### config.mk
export PLATFORM = sky130hd
export DESIGN_NAME = multadd_arbiter
export DESIGN_NICKNAME = d
export VERILOG_FILES = /design/src/rtl/multadd_arbiter.sv
export SDC_FILE = /design/constraint.sdc
export NUM_CORES = 1
export LEC_CHECK = 0
export ABC_CLOCK_PERIOD_IN_PS = 3900
export CORE_AREA = 3 3 117 119
export CTS_CLUSTER_SIZE = 20
export DETAILED_ROUTE_END_ITERATION = 12
export DIE_AREA = 0 0 120 122
export GPL_ROUTABILITY_DRIVEN = 1
export PLACE_DENSITY = 0.65
export SLEW_MARGIN = 0
export SYNTH_ARGS = -nofsm -noshare
export SYNTH_HDL_FRONTEND = slang
export SYNTH_SLANG_ARGS = --single-unit
### constraint.sdc
create_clock -name clk -period 3.9 [get_ports clk]
set_input_delay 0.585 -clock clk [delete_from_list [all_inputs] [get_ports clk]]
set_output_delay 0.585 -clock clk [all_outputs]
set_load 0.02 [all_outputs]
### src/rtl/multadd_arbiter.sv
// Arbitrates NUM_REQ requesters onto one pipelined multiply-add unit and returns tagged results.
// Define MULTADD_RR_EN for round-robin arbitration; the default build uses fixed priority (lowest index wins).
module multadd_arbiter #(
    parameter  int NUM_REQ = 4,
    parameter  int MUL_LAT = 4,
    parameter  int AW      = 16,
    parameter  int CW      = 4,
    parameter  int PW      = 48,
    localparam int IDW     = (NUM_REQ > 1) ? $clog2(NUM_REQ) : 1
) (
    input  logic                  clk,
    input  logic                  rst_n,
    input  logic                  flush,
    input  logic [NUM_REQ-1:0]    req_valid,
    output logic [NUM_REQ-1:0]    req_ready,
    input  logic [NUM_REQ*AW-1:0] req_a,
    input  logic [NUM_REQ*AW-1:0] req_b,
    input  logic [NUM_REQ*CW-1:0] req_c,
    input  logic [NUM_REQ-1:0]    req_sub,
    output logic                  mul_ce,
    output logic                  mul_sclr,
    output logic [AW-1:0]         mul_a,
    output logic [AW-1:0]         mul_b,
    output logic [CW-1:0]         mul_c,
    output logic                  mul_sub,
    input  logic [PW-1:0]         mul_p,
    output logic                  rsp_valid,
    input  logic                  rsp_ready,
    output logic [IDW-1:0]        rsp_id,
    output logic [PW-1:0]         rsp_p,
    output logic                  busy
);

    logic                          r_sclr;
    logic [MUL_LAT-1:0]            r_vld;
    logic [MUL_LAT-1:0][IDW-1:0]   r_id;

    logic                          w_stall;
    logic                          w_allow;
    logic                          w_found;
    logic                          w_issue;
    logic [IDW-1:0]                w_gid;

    assign rsp_valid = r_vld[MUL_LAT-1];
    assign rsp_id    = r_id[MUL_LAT-1];
    assign rsp_p     = mul_p;
    assign busy      = |r_vld;

    // A held response freezes the whole multadd pipeline, so results keep their slot.
    assign w_stall   = rsp_valid & ~rsp_ready;
    assign mul_ce    = ~w_stall;
    assign mul_sclr  = flush | r_sclr;
    assign w_allow   = ~w_stall & ~mul_sclr;
    assign w_issue   = w_allow & w_found;

    // Holds the multadd in clear for the first cycle after reset release.
    always_ff @(posedge clk or negedge rst_n) begin
        if (!rst_n) begin
            r_sclr <= 1'b1;
        end else begin
            r_sclr <= 1'b0;
        end
    end

`ifdef MULTADD_RR_EN
    logic [IDW-1:0] r_ptr;
    logic [IDW-1:0] w_cand;

    always_comb begin
        w_found = 1'b0;
        w_gid   = '0;
        w_cand  = '0;
        for (int k = 1; k <= NUM_REQ; k++) begin
            w_cand = IDW'((int'(r_ptr) + k) % NUM_REQ);
            if (!w_found && req_valid[w_cand]) begin
                w_found = 1'b1;
                w_gid   = w_cand;
            end
        end
    end

    always_ff @(posedge clk or negedge rst_n) begin
        if (!rst_n) begin
            r_ptr <= IDW'(NUM_REQ - 1);
        end else if (w_issue) begin
            r_ptr <= w_gid;
        end
    end
`else
    logic [IDW-1:0] w_cand;

    always_comb begin
        w_found = 1'b0;
        w_gid   = '0;
        w_cand  = '0;
        for (int k = 0; k < NUM_REQ; k++) begin
            w_cand = IDW'(k);
            if (!w_found && req_valid[w_cand]) begin
                w_found = 1'b1;
                w_gid   = w_cand;
            end
        end
    end
`endif

    always_comb begin
        req_ready = '0;
        mul_a     = '0;
        mul_b     = '0;
        mul_c     = '0;
        mul_sub   = 1'b0;
        for (int i = 0; i < NUM_REQ; i++) begin
            if (w_issue && (w_gid == IDW'(i))) begin
                req_ready[i] = 1'b1;
                mul_a        = req_a[i*AW +: AW];
                mul_b        = req_b[i*AW +: AW];
                mul_c        = req_c[i*CW +: CW];
                mul_sub      = req_sub[i];
            end
        end
    end

    // Tag pipe tracks the multadd stages one-for-one, advancing only with CE.
    always_ff @(posedge clk or negedge rst_n) begin
        if (!rst_n) begin
            r_vld <= '0;
            r_id  <= '0;
        end else if (flush) begin
            r_vld <= '0;
        end else if (mul_ce) begin
            r_vld[0] <= w_issue;
            r_id[0]  <= w_gid;
            for (int k = 1; k < MUL_LAT; k++) begin
                r_vld[k] <= r_vld[k-1];
                r_id[k]  <= r_id[k-1];
            end
        end
    end

endmodule

# Word-level counts from Yosys, hierarchy flattened
# Cells that the tools add are included.
totals:
  elab_cells: 60
  out_inout_bits: 95
  ff_bits: 13
  inputBits: 204
op_classes:
  bitwise_logic: 8
  n_mux: 29
  n_reduce_logical: 13
  eq_ne: 4
op_table:
  columns: ["operator", "count"]
  rows:
  - ["$mux W16", 8]
  - ["$mux W4", 6]
  - ["$mux W1", 13]
  - ["$logic_and A1 B1 Y1", 7]
  - ["$eq A2 B2 Y1 const B", 2]
  - ["$mux W2", 2]
  - ["$not A1 Y1", 4]
  - ["$reduce_or A4 Y1", 1]
  - ["$and A1 B1 Y1", 3]
  - ["$logic_not A1 Y1", 3]
  - ["$eq A2 B1 Y1 const B", 1]
  - ["$logic_not A2 Y1", 1]
  - ["$ne A2 B2 Y1 const B", 1]
  - ["$reduce_and A2 Y1", 1]
  - ["$or A1 B1 Y1", 1]

# Longest topological paths before layout
# Gate-level depths: netlist of the first run.
logic_depth:
  word_depth: 16
  ltp_mapped: 6
  ltp_nobuf: 3

# Worst setup path before layout of the first run
# No wires, ideal clock.
synth_path:
  path_kind: "input to output"
  startpoint: "input flush"
  endpoint: "output req_ready[0]"
  stages: 6
  slack_ps: 1561
  t_arrival_ps: 1754
  n_path_buf: 3
  required_ps: 3315
  cell_sequence: "buf_6 > or2_4 > or2_1 > buf_6 > buf_12 > nor2_1"
synth_between:
  elab_chain_cells: 6
synth_lines:
  columns: ["element", "line_no", "rtl"]
  rows:
  - ["from (decl)", "13", "input logic flush,"]
  - ["$or A1 B1 Y1", "52", "assign mul_sclr = flush | r_sclr;"]
  - ["named net mul_sclr", "21", "output logic mul_sclr,"]
  - ["$not A1 Y1", "53", "assign w_allow = ~w_stall & ~mul_sclr;"]
  - ["$and A1 B1 Y1", "53", null]
  - ["$and A1 B1 Y1", "54", "assign w_issue = w_allow & w_found;"]
  - ["$logic_and A1 B1 Y1", "113", "if (w_issue && (w_gid == IDW'(i))) begin"]
  - ["$mux W1", "113", null]
  - ["to (decl)", "15", "output logic [NUM_REQ-1:0] req_ready,"]
# The timed path passes the listed nets, and every way through them passes these cells.

# Worst setup path after layout of the first run
layout_path:
  startpoint: "input flush"
  endpoint: "output mul_b[10]"
layout_between:
  elab_chain_cells: 9
  word_cells_on_any_way: 12
  cone_classes: "mux: 4; bitwise: 4; reduce/logical: 4"
layout_lines:
  columns: ["element", "line_no", "rtl"]
  rows:
  - ["$or A1 B1 Y1 *", "52", null]
  - ["$not A1 Y1 *", "53", null]
  - ["$and A1 B1 Y1 *", "53", null]
  - ["$and A1 B1 Y1 *", "54", null]
  - ["$logic_and A1 B1 Y1", "113", null]
  - ["$mux W16 (3 in a row)", "113", null]
  - ["$mux W16 *", "113", null]
  - ["to (decl)", "23", "output logic [AW-1:0] mul_b,"]
# Every way passes the cells marked *; elsewhere a longest branch is shown, timed or not.

==> flow_summary.toml, run 1 <==
[synth]
netlist.top_cell.by_area = "buf_4"
synth_nets = 521
synth_area_per_cell_um2 = 7.60
seq_area_frac_synth_pct = 13.6
synth_commonest_cells = "buf_4, nand2_1, a21oi_1"
synth_edf_count = 0
synthFlopType = "dfrtp_1"
synth.most_common_cell = "buf_4"
ys_warn_count = 0
synthCells = 317
ys_ff_latch = 13
postSynth.asyncResetShare_pct = 100
synth_area_um2 = 2410
yosys-top-cells-area = "buf_4, a21oi_2, o2bb2ai_1, dfrtp_1, nand3b_1"
synth_top_area_share_pct = 16.2
synth.distinct_cells = 30

[worst_setup_path]
r2r_end = "rsp_id[1]$_DFFE_PN0P_"
r2r_slack_ps = 2420
path_common_cell = "clkdlybuf4s50_1"
worstSetupStartpointType = "input pin"
worstPathMaxFanout = 24
cp-startpoint = "flush"
cpPeakStageDelay_ps = 620
cp_cell_sequence = "clkdlybuf4s50_1, or2_4, or2_2, buf_4, a21oi_2, clkdlybuf4s50_1"
slowest_stage = "clkdlybuf4s50_1"
r2r-start = "r_vld[3]$_DFFE_PN0P_"
required_ps = 3310
critical_path.top_delay_family = "buffers and inverters"
rr_worst_depth = 4
critical_path_class = "input pin to output port"
crit_arrival_ps = 2860
cp-end-kind = "output port"
critPathBufInv = 3

[worst_hold_path]
holdPathStages = 1
min_path_type = "flop to flop"
min_from = "r_id[5]$_DFFE_PN0P_"
hold_path_end = "r_id[5]$_DFFE_PN0P_"

[timing]
grt_setup_unrepaired = "false"
hold_viol = 0
setup_tns_ps = 0
worst_slew_pin_slew_ps = 612
finalCritPeriodShare_pct = 88.3
post-route-min-period_ps = 3440
slew_headroom_pct = 59.1
fmax_mhz = 290
holdWs_ps = 502
setup_viol = 0
slew_violations = 0
finClkSkew_ps = 3.48

[placement]
portBuffers = 202
place_congestion = 0.731
hpwlAfterDp_mm = 8.17
place_area_um2 = 4150

[floorplanning]
die_h_um = 122
start_util_pct = 19.0
num_rows = 41
io_pins = 299
die-area_um2 = 14600
fp.dieW_um = 120
core_area_um2 = 12700

[routing]
drc_errors = 0
num_vias = 2820
routedWlPerCell_um = 16.4
dr.pass1.iters = 4
viasPerCell = 4.53
antenna_left = 0
dr.first_iter.drc_count = 52
finalWirelength_mm = 10.2

[grt]
grt_max_degree = 40
track_usage_pct = 12.8
grt_pass1_vias = 2929
grt_pass1_wl_mm = 15.1
grt_antenna_before_repair = 0
grt_overflow = 0

[clock_network]
cts_made_buffers = 3
clkLatencyLatePin_ps = 240
post_cts_buffers = 0
cts_resized = 0
path_clk_slew_ps = 40
holdBufCountCts = 0
cts.sinks = 13
cts_tree = "yes"
clockBufferDepth = 2
htreeDepth = 1
cts_root_buf = "clkbuf_16"

[final_layout]
synthToLayoutAreaGrowth_pct = 75.4
final_area_um2 = 4220
layout-drive-gt1-share_pct = 14.9
num-nets-final = 656
diodes = 0

[outcome]
status = "finished clean"

[pwr]
p_per_area_nw_per_um2 = 181
power_w = 0.000764
peakVddDrop_mv = 0.107
p_leak_nw = 1.39

[flow_run]
maxCapViolCount = 0
[routing by layer]
layer  up-vias  wire (um)  GRT usage, %
met5         -          0             0
met4         0        172          3.36
met3        26        865          3.11
met2       155       5170          23.8
met1      1294       4020          14.5
li1       1345          -             -
[logic make-up after synthesis]
family | share of synthesized area [%]
flops | 13.6
simple gates | 22.4
buf+inv | 23.9
other cells | 0.156
mux | 3.64
compound gates | 36.3
[cell usage in the layout, fill, tap and decap left out]
master | netlist | layout
nand3b_1 | 37 | 37
dfstp_2 | 1 | 1
a21oi_2 | 37 | 37
a21oi_1 | 38 | 38
nor2b_1 | 1 | 1
buf_4 | 52 | 10
inv_1 | 2 | 2
a2bb2oi_1 | 1 | 1
nor2_1 | 7 | 7
or4_1 | 1 | 1
o2bb2ai_1 | 37 | 37
and2b_2 | 1 | 1
clkbuf_16 | 0 | 3
o21ai_0 | 2 | 2
nand2_1 | 40 | 40
or2_4 | 1 | 1
nor2_2 | 1 | 1
conb_1 | 1 | 1
or2_2 | 0 | 1
o31ai_1 | 1 | 1
clkdlybuf4s50_1 | 0 | 199
clkbuf_1 | 14 | 1
a211o_1 | 1 | 1
nor2_4 | 2 | 2
nor4b_4 | 0 | 1
mux2_2 | 6 | 6
nor3_1 | 1 | 1
dfrtp_1 | 12 | 12
mux2i_1 | 2 | 2
buf_2 | 10 | 3
[stage by stage]
stage	worst slack, ps	instances	utilization [%]
floorplan	1560	317	-
global placement	499	619	32.7
detailed placement	454	619	32.7
CTS	444	623	33.3
global route	360	623	33.3
finish	457	623	33.3
[flip-flops by register name, indices dropped and copies added (netlist names)]
| signal | cells |
|---|---|
| r_sclr | 1 |
| r_id | 6 |
| r_vld | 4 |
| rsp_id | 2 |
[report_power, final]
group	switching, W	internal (W)
combinational	0.000168	0.000245
sequential	0.00000773	0.000151
clock	0.0000541	0.000138
total	0.000230	0.000533
[layout make-up]
| cell class | instances | area (um^2) |
|---|---|---|
| multi-input combinational | 220 | 1510 |
| inverter | 2 | 7.51 |
| clock buffer | 4 | 78.8 |
| tap | 172 | 215 |
| fill | 1350 | 8450 |
| sequential | 13 | 327 |
| timing repair buffer | 212 | 2080 |
[worst max path at each step]
stage | to | cells after the start
after floorplan | req_ready[0] | 6
after global placement | mul_b[9] | 6
after detailed placement | mul_b[12] | 6
after CTS | mul_b[10] | 6
after global routing | mul_b[10] | 6
final | mul_b[10] | 6
Note: power is estimated with default switching activity, not from simulation.
==> run 2, diff against run 1 <==
--- a/config.mk
+++ b/config.mk
@@ -12,6 +12,7 @@
 export DIE_AREA = 0 0 120 122
 export GPL_ROUTABILITY_DRIVEN = 1
 export PLACE_DENSITY = 0.65
+export SETUP_SLACK_MARGIN = 0.5
 export SLEW_MARGIN = 0
 export SYNTH_ARGS = -nofsm -noshare
 export SYNTH_HDL_FRONTEND = slang
==> run 2 against run 1 <==
Hold slack unchanged. Flip-flop and latch count unchanged. Die area unchanged.
==> flow_summary.toml, run 2 (synthesis results as in run 1) <==
[outcome]
status = "finished clean"

[placement]
hpwlAfterDp_mm = 8.17
place_congestion = 0.731
portBuffers = 202
place_area_um2 = 4150
place_inst = 619

[final_layout]
top_register = "r_id"
synthToLayoutAreaGrowth_pct = 75.1
instances_no_fill = 623
layout_common_cells = "clkdlybuf4s50_1, nand2_1, a21oi_1"
largest_reg_flops = 6
diodes = 0
num-nets-final = 656
fill_cells = 1354
final_area_um2 = 4220
layout-drive-gt1-share_pct = 14.9
final_common_cell = "clkdlybuf4s50_1"

[timing]
finalCritPeriodShare_pct = 81.8
finClkSkew_ps = 3.49
post-route-min-period_ps = 3190
worst_slew_pin_slew_ps = 612
hold_viol = 0
grt_setup_unrepaired = "false"
slew_headroom_pct = 59.1
setup_tns_ps = 0
slew_violations = 0
setup_viol = 0
fmax_mhz = 314

[worst_setup_path]
crit_arrival_ps = 2600
cpPeakStageDelay_ps = 650
cp_cell_sequence = "clkdlybuf4s50_1, nor4b_4, buf_6, nand2_1, a21oi_2, clkdlybuf4s50_1"
worstPathMaxFanout = 39
critPathBufInv = 3
worst-path-stages = 6
cp-end-kind = "output port"
required_ps = 3310
worstSetupStartpointType = "input pin"
rr_worst_depth = 4
slowest_stage = "clkdlybuf4s50_1"
critical_path_class = "input pin to output port"
critical_path.top_delay_family = "buffers and inverters"
path_common_cell = "clkdlybuf4s50_1"

[floorplanning]
start_util_pct = 19.0
die-area_um2 = 14600
die_h_um = 122
core_area_um2 = 12700
fp.dieW_um = 120
num_rows = 41
io_pins = 299

[pwr]
power_w = 0.000761
p_per_area_nw_per_um2 = 181
p_leak_nw = 1.42
peakVddDrop_mv = 0.107

[routing]
drc_errors = 0
dr.pass1.iters = 4
top_layer = "met4"
dr.first_iter.drc_count = 56
met2_length_mm = 5.19
num_vias = 2847
antenna_left = 0
viasPerCell = 4.57
finalWirelength_mm = 10.3
wl_met3_um = 914
routedLengthMet1_mm = 3.99
routedWlPerCell_um = 16.5

[flow_run]
maxCapViolCount = 0

[clock_network]
clkLatencyLatePin_ps = 240
cts_root_buf = "clkbuf_16"
htreeDepth = 1
cts.sinks = 13
path_clk_slew_ps = 40
cts_made_buffers = 3
holdBufCountCts = 0
clockBufferDepth = 2
cts_tree = "yes"

[grt]
track_usage_pct = 12.8
grt_pass1_vias = 2931
grt_overflow = 0
grt_pass1_wl_mm = 15.1
grt_antenna_before_repair = 0
grt_max_degree = 40

[worst_hold_path]
min_path_type = "flop to flop"
holdPathStages = 1
run 2: cell count changes in the layout (fill, tap and decap cells not counted), sizes merged:
cell,change
dlygate4sd2,+9
clkdlybuf4s50,-9
run 2: metal layers:
metal	track usage, %	vias to the layer above
li1	-	1344
met5	0	-
met3	3.11	28
met4	3.36	0
met2	23.8	169
met1	14.5	1306
run 2: final timing paths:
path                                               to  slack [ps]                  from
worst min register to register    r_id[5]$_DFFE_PN0P_         500   r_id[5]$_DFFE_PN0P_
max in group asynchronous         r_id[0]$_DFFE_PN0P_        2770                 rst_n
min in group asynchronous        r_vld[3]$_DFFE_PN0P_         730                 rst_n
worst max register to register  rsp_id[1]$_DFFE_PN0P_        2410  r_vld[3]$_DFFE_PN0P_
worst max-delay path                        mul_a[13]         710          req_valid[3]
worst min-delay path              r_id[5]$_DFFE_PN0P_         500   r_id[5]$_DFFE_PN0P_
run 2: worst register-to-register path: stages, from the launching register on:
cell	delay, ps
dfrtp_1	380
nor2b_1	140
buf_4	170
nor2_2	290
mux2_2	390
run 2: layout make-up:
type,count,area [um^2],area share [%]
multi-input cells,220,1510,35.9
clock buffers,4,78.8,1.87
well taps,172,215,5.10
flip-flops and latches,13,327,7.74
repair buffers,212,2070,49.2
inverters,2,7.51,0.178
run 2: what timing repair did:
item / in CTS / in global routing
cloned: 0 / 0
resized for setup: 9 / 1
setup buffers: 0 / 0
endpoints found under the setup margin: 26 / 1
run 2: power by group:
part           switching [W]  internal (W)  leakage (nW)
sequential        0.00000773      0.000151         0.165
clock              0.0000541      0.000138        0.0382
combinational       0.000169      0.000241          1.22
run 2: stage by stage:
step,hold slack (ps),worst slack (ps),util (%)
final,502,711,33.3
after global routing,527,607,33.3
after CTS,502,562,33.2
after detailed placement,492,454,32.7
after global placement,491,499,32.7
after floorplan,289,1560,-
==> run 3, diff against run 2 <==
--- a/config.mk
+++ b/config.mk
@@ -5,13 +5,13 @@
 export SDC_FILE = /design/constraint.sdc
 export NUM_CORES = 1
 export LEC_CHECK = 0
-export ABC_CLOCK_PERIOD_IN_PS = 3900
-export CORE_AREA = 3 3 117 119
+export ABC_CLOCK_PERIOD_IN_PS = 2590
+export CORE_AREA = 3 3 114 116
 export CTS_CLUSTER_SIZE = 20
 export DETAILED_ROUTE_END_ITERATION = 12
-export DIE_AREA = 0 0 120 122
+export DIE_AREA = 0 0 117 119
 export GPL_ROUTABILITY_DRIVEN = 1
-export PLACE_DENSITY = 0.65
+export PLACE_DENSITY = 0.71
 export SETUP_SLACK_MARGIN = 0.5
 export SLEW_MARGIN = 0
 export SYNTH_ARGS = -nofsm -noshare
==> constraint.sdc (replaced) <==
create_clock -name clk -period 2.59 [get_ports clk]
set_input_delay 0.3885 -clock clk [delete_from_list [all_inputs] [get_ports clk]]
set_output_delay 0.3885 -clock clk [all_outputs]
set_load 0.02 [all_outputs]
==> run 3 against run 2 <==
Sequential share of layout area decreased by 0.11 points. Hold slack improved by 7.9 ps. Global-route usage grew 0.98 points. Die area fell by 4.9%. Cell count shrank 2.4%.
==> flow_summary.toml, run 3 (synthesis results as in run 1) <==
[clock_network]
cts.sinks = 13
clockBufferDepth = 2
path_clk_slew_ps = 40
htreeDepth = 1
cts_tree = "yes"
cts_root_buf = "clkbuf_16"
clkLatencyLatePin_ps = 240
cts_made_buffers = 3
holdBufCountCts = 0

[final_layout]
instances_no_fill = 608
final_common_cell = "clkdlybuf4s50_1"
diodes = 0
layout_common_cells = "clkdlybuf4s50_1, nand2_1, a21oi_1"
multi_input_area_um2 = 1520
fin_util_pct = 35.6
top_register = "r_id"
layout-drive-gt1-share_pct = 25.8
synthToLayoutAreaGrowth_pct = 77.6
num-nets-final = 666
largest_reg_flops = 6
fill_cells = 1272
ff_latch_area_um2 = 327

[worst_setup_path]
slowest_stage = "dfstp_2"
worst-path-stages = 5
required_ps = 2200
cp-endpoint = "req_ready[3]"
r2r_slack_ps = 950
critPathBufInv = 2
r2r_end = "r_id[5]$_DFFE_PN0P_"
critical_path_class = "flop to output port"
path_common_cell = "or2_4"
worstPathMaxFanout = 6
worstSetupStartpointType = "flop"
crit_arrival_ps = 1670
cp-end-kind = "output port"
critical_path.top_delay_family = "simple AND/OR/NAND/NOR gates"
rr_worst_depth = 5
r2r-start = "r_vld[3]$_DFFE_PN0P_"
cpPeakStageDelay_ps = 370
cp_cell_sequence = "or2_4, or2_4, buf_12, and2b_2, buf_6"
cp-startpoint = "r_sclr$_DFF_PN1_"

[pwr]
p_sw_w = 0.000357
p_per_area_nw_per_um2 = 273
peakVddDrop_mv = 0.174
swShare_pct = 30.6
clkPwrFrac_pct = 24.4
power_w = 0.00117
p_seq_share_pct = 20.6
p_leak_nw = 1.58
p_comb_share_pct = 55.1
intPower_w = 0.000811

[grt]
grt_pass1_vias = 2992
track_usage_pct = 13.8
grt_max_degree = 54
grt_overflow = 0
grt_pass1_wl_mm = 15.2
grt_antenna_before_repair = 0

[timing]
finalCritPeriodShare_pct = 79.4
slew_headroom_pct = 63.1
worst_slew_pin_slew_ps = 551
finClkSkew_ps = 4.85
setup_viol = 0
hold_viol = 0
grt_setup_unrepaired = "false"
slew_violations = 0
fmax_mhz = 486
post-route-min-period_ps = 2060

[routing]
viasPerCell = 4.78
num_vias = 2909
finalWirelength_mm = 10.8
drc_errors = 0
antenna_left = 0
dr.first_iter.drc_count = 88
routedWlPerCell_um = 17.8
dr.pass1.iters = 6

[floorplanning]
num_rows = 40
start_util_pct = 20.1
die_h_um = 119
die-area_um2 = 13900
io_pins = 299
fp.dieW_um = 117
core_area_um2 = 12000

[worst_hold_path]
min_path_type = "input pin to asynchronous set/reset pin"

[flow_run]
maxCapViolCount = 0

[outcome]
status = "finished clean"

[placement]
place_inst = 597
hpwlAfterDp_mm = 7.88
portBuffers = 202
place_congestion = 0.790
[run 3: cell types whose count changed in the layout (fill, tap and decap cells not counted), sizes merged]
cell	previous run	this run
dlygate4sd2	9	3
clkbuf	4	5
dlymetal6s2s	0	1
clkdlybuf4s15	0	1
clkdlybuf4s50	190	153
buf	13	63
[run 3: final cells by class]
class | count | area share, %
tap | 147 | 4.30
inverter | 2 | 0.175
multi-input combinational | 220 | 35.5
sequential | 13 | 7.63
clock buffer | 4 | 1.84
timing repair buffer | 222 | 50.5
[run 3: timing repair]
action,CTS,global route
setup buffers,1,1
hold endpoints to repair,0,0
cloned,3,2
pin swaps,1,2
setup endpoints to repair,43,24
gates resized for setup,198,12
[run 3: power by group through the flow]
stage	clock, W	combinational (W)	sequential (W)
6_report	0.000284	0.000643	0.000240
5_1_grt	0.000299	0.000685	0.000243
4_1_cts	0.000289	0.000635	0.000241
3_5_place_dp	0	0.000638	0.000243
3_3_place_gp	0	0.000630	0.000242
2_1_floorplan	0	0.000386	0.000239
[run 3: worst min-delay path by stage]
stage / startpoint / to / slack (ps) / depth (start not counted)
2_1_floorplan: rst_n / r_id[0]$_DFFE_PN0P_ / 90 / 0
3_3_place_gp: r_id[1]$_DFFE_PN0P_ / r_id[3]$_DFFE_PN0P_ / 480 / 1
3_5_place_dp: r_id[5]$_DFFE_PN0P_ / r_id[5]$_DFFE_PN0P_ / 490 / 1
4_1_cts: r_id[2]$_DFFE_PN0P_ / r_id[2]$_DFFE_PN0P_ / 510 / 1
5_1_grt: r_id[4]$_DFFE_PN0P_ / rsp_id[0]$_DFFE_PN0P_ / 520 / 1
6_report: rst_n / r_id[1]$_DFFE_PN0P_ / 510 / 1
[run 3: routing by layer]
layer	global-route usage [%]	share of wire (%)	wire, um
met1	15.8	39	4210
met2	24.8	50	5380
met3	4.12	10	1110
met4	3.01	1.2	134
met5	0	0	0
[run 3: metrics by stage]
stage	hold slack, ps	setup TNS [ps]	worst slack (ps)	instance area, um^2
3_5_place_dp	495	-5860	-201	4190
2_1_floorplan	92.9	0	644	2410
5_1_grt	524	0	501	4280
3_3_place_gp	485	-4740	-192	4190
6_report	510	0	533	4280
4_1_cts	513	0	468	4210
